### src/rtl/nrzi_unstuff_rx.sv
// Purpose : NRZI line decoder with bit-unstuffing and per-packet bit counting.
// Latency : every output is registered; responses appear 1 cycle after the causing input.
// Backpr. : none; the block accepts one bit per bstr_in_ready cycle and never stalls.
//
// Ports
//   clk            sole clock, rising edge
//   rst_b          synchronous active-low reset
//   bstr_in        NRZI line level, valid when bstr_in_ready=1
//   bstr_in_ready  a bit is present on bstr_in this cycle
//   in_done        one-cycle end-of-packet pulse
//   bstr_out       decoded, unstuffed data bit (holds when not valid)
//   bstr_out_ready bstr_out carries a delivered bit this cycle
//   out_done       one-cycle end-of-packet pulse
//   stuff_err      one-cycle pulse on a stuffing violation
//   bit_count      bits delivered in the current packet, saturating
module nrzi_unstuff_rx #(
    parameter int   STUFF_LEN   = 6,
    parameter logic IDLE_LEVEL  = 1'b1,
    parameter int   CHECK_STUFF = 1,
    parameter int   CNT_W       = 11
) (
    input  logic             clk,
    input  logic             rst_b,
    input  logic             bstr_in,
    input  logic             bstr_in_ready,
    input  logic             in_done,
    output logic             bstr_out,
    output logic             bstr_out_ready,
    output logic             out_done,
    output logic             stuff_err,
    output logic [CNT_W-1:0] bit_count
);

    typedef enum logic [1:0] {
        IDLE = 2'd0,
        RUN  = 2'd1,
        ERR  = 2'd2
    } state_t;

    localparam logic [3:0]       STUFF_LIM = 4'(STUFF_LEN);
    localparam logic             CHECK_EN  = (CHECK_STUFF != 0);
    localparam logic [CNT_W-1:0] CNT_MAX   = '1;
    localparam logic [3:0]       ONES_MAX  = 4'hF;

    state_t           state;
    state_t           state_nxt;
    logic             last;
    logic             last_nxt;
    logic [3:0]       ones_cnt;
    logic [3:0]       ones_nxt;
    logic             bstr_out_nxt;
    logic             ready_nxt;
    logic             done_nxt;
    logic             err_nxt;
    logic [CNT_W-1:0] count_nxt;
    logic [CNT_W-1:0] count_base;

    logic proc;       // a bit is accepted for decoding this cycle
    logic d;          // decoded data bit
    logic stuff_pos;  // the current bit sits in a stuff slot
    logic drop;       // valid stuff bit: discarded silently
    logic flag;       // a 1 where a stuff 0 was required
    logic deliver;    // bit goes out on bstr_out

    // Decode and classify the incoming bit. In ERR the line is ignored
    // entirely until the packet is closed by in_done.
    always_comb begin : decode
        proc      = bstr_in_ready && (state != ERR);
        d         = (bstr_in == last);
        stuff_pos = CHECK_EN && (ones_cnt == STUFF_LIM);
        drop      = proc && stuff_pos && !d;
        flag      = proc && stuff_pos && d;
        deliver   = proc && !stuff_pos;
    end

    // State register.
    always_ff @(posedge clk) begin : state_reg
        if (!rst_b) begin
            state <= IDLE;
        end else begin
            state <= state_nxt;
        end
    end

    // Next-state logic. in_done always closes the packet; a bit arriving
    // in the same cycle has already been accounted for by the datapath.
    always_comb begin : next_state
        state_nxt = state;
        if (in_done) begin
            state_nxt = IDLE;
        end else if (flag) begin
            state_nxt = ERR;
        end else if (proc) begin
            state_nxt = RUN;
        end
    end

    // Next values of the datapath and the registered outputs.
    always_comb begin : outputs
        last_nxt     = last;
        ones_nxt     = ones_cnt;
        bstr_out_nxt = bstr_out;
        ready_nxt    = 1'b0;
        done_nxt     = in_done;
        err_nxt      = flag;

        // Any bit seen in IDLE opens a new packet, so the count restarts
        // from zero; in_done alone in IDLE closes an empty packet.
        if ((state == IDLE) && (bstr_in_ready || in_done)) begin
            count_base = '0;
        end else begin
            count_base = bit_count;
        end
        count_nxt = count_base;

        if (proc) begin
            last_nxt = bstr_in;
            if (drop || flag) begin
                ones_nxt = '0;
            end else if (d) begin
                // Only reachable above STUFF_LEN when checking is disabled.
                ones_nxt = (ones_cnt == ONES_MAX) ? ONES_MAX : ones_cnt + 4'd1;
            end else begin
                ones_nxt = '0;
            end
        end

        if (deliver) begin
            bstr_out_nxt = d;
            ready_nxt    = 1'b1;
            count_nxt    = (count_base == CNT_MAX) ? CNT_MAX : count_base + 1'b1;
        end

        // Packet end overrides the line history so the next packet starts
        // decoding against the idle level.
        if (in_done) begin
            last_nxt = IDLE_LEVEL;
            ones_nxt = '0;
        end
    end

    // Datapath and output registers.
    always_ff @(posedge clk) begin : data_reg
        if (!rst_b) begin
            last           <= IDLE_LEVEL;
            ones_cnt       <= '0;
            bit_count      <= '0;
            bstr_out       <= 1'b0;
            bstr_out_ready <= 1'b0;
            out_done       <= 1'b0;
            stuff_err      <= 1'b0;
        end else begin
            last           <= last_nxt;
            ones_cnt       <= ones_nxt;
            bit_count      <= count_nxt;
            bstr_out       <= bstr_out_nxt;
            bstr_out_ready <= ready_nxt;
            out_done       <= done_nxt;
            stuff_err      <= err_nxt;
        end
    end

endmodule

### config.mk
export PLATFORM = sky130hd
export DESIGN_NAME = nrzi_unstuff_rx
export DESIGN_NICKNAME = d
export VERILOG_FILES = /design/src/rtl/nrzi_unstuff_rx.sv
export SDC_FILE = /design/constraint.sdc
export NUM_CORES = 1
export LEC_CHECK = 0
export BUFFER_PORTS_ARGS = -buffer_cell sky130_fd_sc_hd__buf_2
export CAP_MARGIN = 20
export CORE_MARGIN = 3
export CORE_UTILIZATION = 57
export DETAILED_ROUTE_END_ITERATION = 8
export GPL_ROUTABILITY_DRIVEN = 0
export HOLD_SLACK_MARGIN = 0.05
export PLACE_DENSITY = 0.81
export SLEW_MARGIN = 10
export SYNTH_ARGS = -nofsm -noshare
export SYNTH_HDL_FRONTEND = slang
export SYNTH_SLANG_ARGS = --single-unit
### constraint.sdc
create_clock -name clk -period 3.1 [get_ports clk]
set_input_delay 0.155 -clock clk [delete_from_list [all_inputs] [get_ports clk]]
set_output_delay 0.155 -clock clk [all_outputs]
set_load 0.005 [all_outputs]
After elaboration in Yosys (flattened, before gate mapping) --
Index checks and enable logic that the tools add are counted.
Storage, ports and cells: logic and storage cells 40, bits in registers 22, output and inout bits 15
Operators by class: equal/unequal tests 5, add/subtract/negate cells 2, bitwise logic cells 1, muxes and demuxes 9, reduce and logical (&&, ||, !) cells 14
Operators with widths (number):
- 11-bit two-way mux | 3
- 4-bit two-way mux | 3
- 11-bit by 1-bit adder with 11-bit output (second input constant) | 1
- 11-bit equality test (second input constant) | 1
- 1-bit logical AND | 6
- 4-bit by 1-bit adder with 4-bit output (second input constant) | 1
- 4-bit by 3-bit equality test with 1-bit output (second input constant) | 1
- 4-bit equality test (second input constant) | 1
- 2-bit two-way mux | 2
- 3-bit OR reduction | 1
- 1-bit logical NOT | 2
- 2-bit logical NOT | 1
- 1-bit logical OR | 2
- 2-bit inequality test (second input constant) | 1
- 2-bit nonzero test | 1
- 2-bit OR reduction | 1
- 1-bit equality test | 1
- 1-bit two-way mux | 1
- 1-bit inverter | 1

Depth between registers and ports, before layout --
depth after elaboration 6, gate-level depth with buffers 10, mapped depth without buffers 9

Worst setup path after synthesis --
OpenSTA, ideal clock, no wires.
path kind register -> register, start register state[0], end register bit_count[8], buffers on the path 1, path slack 1.288 ns, data arrival time 1.690 ns, library setup time 0.122 ns, data required time 2.978 ns, period minus slack after synthesis 1.812 ns, cell stages (with the launch flop) 11, path through dfxtp_1 > nor2_1 > o21ai_1 > buf_2 > and2_1 > ha_1 > nand2_1 > nor3_1 > nand4_1 > xor2_1 > o21ai_1
Between the ends: longest elaborated chain between the ends 6, elaborated cells on any way between the ends 10
RTL lines:
- start, declared | line 45 | state_t state;
- start signal, assigned | line 81 | state <= state_nxt;
- 2-bit logical NOT | line 109 | if ((state == IDLE) && (bstr_in_ready || in_done)) begin
- 1-bit logical AND | line 109
- 11-bit two-way mux | line 109
- 11-bit by 1-bit adder with 11-bit output or 11-bit equality test (tied branches) | line 131 | count_nxt = (count_base == CNT_MAX) ? CNT_MAX : count_base + 1'b1;
- 11-bit two-way mux | line 131
- 11-bit two-way mux * | line 128 | if (deliver) begin
- end signal, assigned | line 155 | bit_count <= count_nxt;
- end, declared | line 31 | output logic [CNT_W-1:0] bit_count
Every way passes the cells marked *; elsewhere a longest branch is shown, timed or not. A chain may end at the register's enable or synchronous reset.

Final worst setup path --
Ends and elaborated chain as after synthesis.

==> impl_metrics.env <==
export IMPL_run_status="finished clean"
export IMPL_drt_first_pass_iters=6
export IMPL_post_route_min_period_ps=1990
export IMPL_core_rowCount=15
export IMPL_power_density_mw_per_mm2=391
export IMPL_p_seq_share_pct=59.6
export IMPL_path_cells="nor2_1, o21ai_1, buf_4, and2_1, ha_1, nand2_1, nor3_1, nand4_1, xor2_1, o21ai_1"
export IMPL_die_w_um=49.9
export IMPL_critical_path_class="reg -> reg"
export IMPL_final_nets=165
export IMPL_drive_gt1_share_pct=18.6
export IMPL_cts_resized=0
export IMPL_cts_tree="done"
export IMPL_drv_cap=0
export IMPL_start_kind="flip-flop"
export IMPL_vias=1010
export IMPL_cts_root_buf="clkbuf_4"
export IMPL_worstMarginPinSlew_ps=399
export IMPL_power_internal_uw=376
export IMPL_cp_top_family="simple AND/OR/NAND/NOR gates"
export IMPL_hold_worst_slack_ps=67.0
export IMPL_dieArea_sq_mm=0.00249
export IMPL_period_share_pct=64.2
export IMPL_rsz0062_at_grt="false"
export IMPL_syn_inst=134
export IMPL_crit_fanout=13
export IMPL_drt_total_wl_um=2200
export IMPL_relSlewSlack_pct=73.3
export IMPL_design_core_area_sq_mm=0.00176
export IMPL_crit_path_end_kind="flip-flop"
export IMPL_p_switching_uw=114
export IMPL_cpMostUsedCell="o21ai_1"
export IMPL_max_freq_mhz=502
export IMPL_die_h_um=49.9
export IMPL_setup_slack_ps=1110
export IMPL_overflow=0
export IMPL_grt_pass1_vias=935
export IMPL_hold_buffers=0
export IMPL_ys_flop_type="dfxtp_1"
export IMPL_grt_max_degree=14
export IMPL_syn_avg_cell_area_sq_um=8.19
export IMPL_via_per_inst=5.58
export IMPL_diodes=0
export IMPL_layout_commonest_cell="dfxtp_1"
export IMPL_worstSetupStartpoint="state[0]$_SDFFE_PP0P_"
export IMPL_drc=0
export IMPL_hp_start="in_done"
export IMPL_reg2reg_from="state[0]$_SDFFE_PP0P_"
export IMPL_cts_max_path_buffers=2
export IMPL_pwr_share_clk_pct=32.0
export IMPL_drtIter0Drc=23
export IMPL_ys_ff_latch=22
export IMPL_grt_usage_pct=20.7
export IMPL_cpMaxStageDelayCell="dfxtp_1"
export IMPL_cts_sinks=22
export IMPL_initial_core_util_pct=62.2
export IMPL_antenna_found_initial=0
export IMPL_tns_ps=0
export IMPL_detail_route_wl_per_cell_um=12.2
export IMPL_async_flop_share_pct=0
export IMPL_clock_latency_ps=310
export IMPL_cp_num_buf_inv=1
export IMPL_cts_made_buffers=3
export IMPL_nFillCells=156
export IMPL_ys_types=30
export IMPL_slew_viol_final=0
export IMPL_crit_path_max_incr_delay_ps=410
export IMPL_synth_edf_count=0
export IMPL_place_ws_ps=1160
export IMPL_finClkSkew_ps=3.56
export IMPL_hpwl_um=1690
export IMPL_cts_max_level=1
export IMPL_synth_area_sq_mm=0.00110
export IMPL_placed_cells=177
export IMPL_stdcell_count=181
export IMPL_ys_warn_count=0
export IMPL_arrival_ps=2240
export IMPL_sw_frac_of_total_pct=23.2
export IMPL_ys_seq_area_share_pct=40.1
export IMPL_syn_nets=142
export IMPL_layout_common_cells="dfxtp_1, nand2_1, nor2_1, buf_2, nor3_1"
export IMPL_total_power_uw=489
export IMPL_area_delta_synth_final_pct=14.0
export IMPL_pwr_share_comb_pct=8.4
export IMPL_largest_reg_flops=11
export IMPL_setup_violations=0
export IMPL_required_ps=3350
export IMPL_ant_nets=0
export IMPL_clk_pin_slew_worst_paths_ps=120
export IMPL_report_final_hold_viol_count=0
export IMPL_leakage_uw=0.000504
export IMPL_num_io_pins=20
export IMPL_ir_worst_vdd_v=0.000342
export IMPL_port_buffers=19
export IMPL_cts_setup_buffers=0
export IMPL_grt_pass1_wl_um=4010
export IMPL_hp_class="in -> reg"
-- cell families (layout without fill, tap and decap cells) --
| logic type | Yosys count | in the layout | share of synthesized area [%] |
|---|---|---|---|
| AO/OA/AOI/OAI | 21 | 21 | 11.2 |
| flip-flops | 22 | 22 | 40.1 |
| adder cells (fa/ha/maj) | 3 | 3 | 3.42 |
| AND/OR/NAND/NOR | 78 | 78 | 38.3 |
| buffers and inverters | 4 | 26 | 2.17 |
| XOR/XNOR | 6 | 6 | 4.79 |
-- worst register-to-register path, delay by kind of cell, from the launching register on --
kind / cells / cell delay [ps]
AO/OA/AOI/OAI: 2 / 170
AND/OR/NAND/NOR: 5 / 800
adder cells (fa/ha/maj): 1 / 190
buffers and inverters: 1 / 200
XOR/XNOR: 1 / 170
flip-flops: 1 / 410
-- area by class of cell --
class                           instances  area (sq um)  share of cell area [%]
Clock buffer                            4          36.3                    2.90
Inverter                                2          7.51                   0.600
Multi-Input combinational cell        108           633                    50.6
Timing Repair Buffer                   20           103                    8.20
Sequential cell                        22           440                    35.2
Tap cell                               25          31.3                    2.50
-- stage by stage --
stage | util (%) | area, sq um
floorplan | - | 1100
global placement | 68.9 | 1210
detailed placement | 68.9 | 1210
CTS | 70.9 | 1250
global route | 70.9 | 1250
finish | 70.9 | 1250
-- metal layers --
| layer | part of all wire (%) | GRT usage [%] | wire length (um) |
|---|---|---|---|
| met1 | 47 | 26.9 | 1040 |
| met2 | 46 | 32.8 | 1020 |
| met3 | 5.7 | 6.95 | 125 |
| met4 | 1.0 | 5.07 | 22 |
| met5 | 0 | 0 | 0 |
-- power groups by stage --
stage                     Sequential [uW]  Combinational (uW)  Clock [uW]
after floorplan                       298                24.8           0
after global placement                298                40.3           0
after detailed placement              298                41.0           0
after CTS                             292                41.3         159
after global routing                  292                46.8         170
final                                 292                41.1         157
-- final timing paths --
| path | to | slack [ps] | cells after the start |
|---|---|---|---|
| max | bit_count[8]$_SDFF_PN0_ | 1110 | 10 |
| max reg2reg | bit_count[8]$_SDFF_PN0_ | 1110 | 10 |
| min | out_done$_SDFF_PN0_ | 70 | 2 |
| min reg2reg | last$_SDFFE_PP1P_ | 500 | 2 |
-- synth_stat cells, types with 2 or more instances --
cell type / instances / area (sq um)
nand3_1: 7 / 35.0
ha_1: 3 / 37.5
xor2_1: 3 / 26.3
nand2_1: 21 / 78.8
o21ai_0: 6 / 30.0
nand4_1: 2 / 12.5
nor2_1: 19 / 71.3
o21ai_1: 3 / 15.0
a211oi_1: 3 / 22.5
xnor2_1: 3 / 26.3
a21oi_1: 6 / 30.0
dfxtp_1: 22 / 440
nand2b_1: 2 / 12.5
and2_1: 5 / 31.3
inv_1: 2 / 7.51
nand3b_1: 3 / 22.5
a22oi_1: 2 / 15.0
nor3_1: 8 / 40.0
and3_1: 2 / 12.5
nor3b_1: 2 / 15.0
Power figures use the tool's default switching activity.
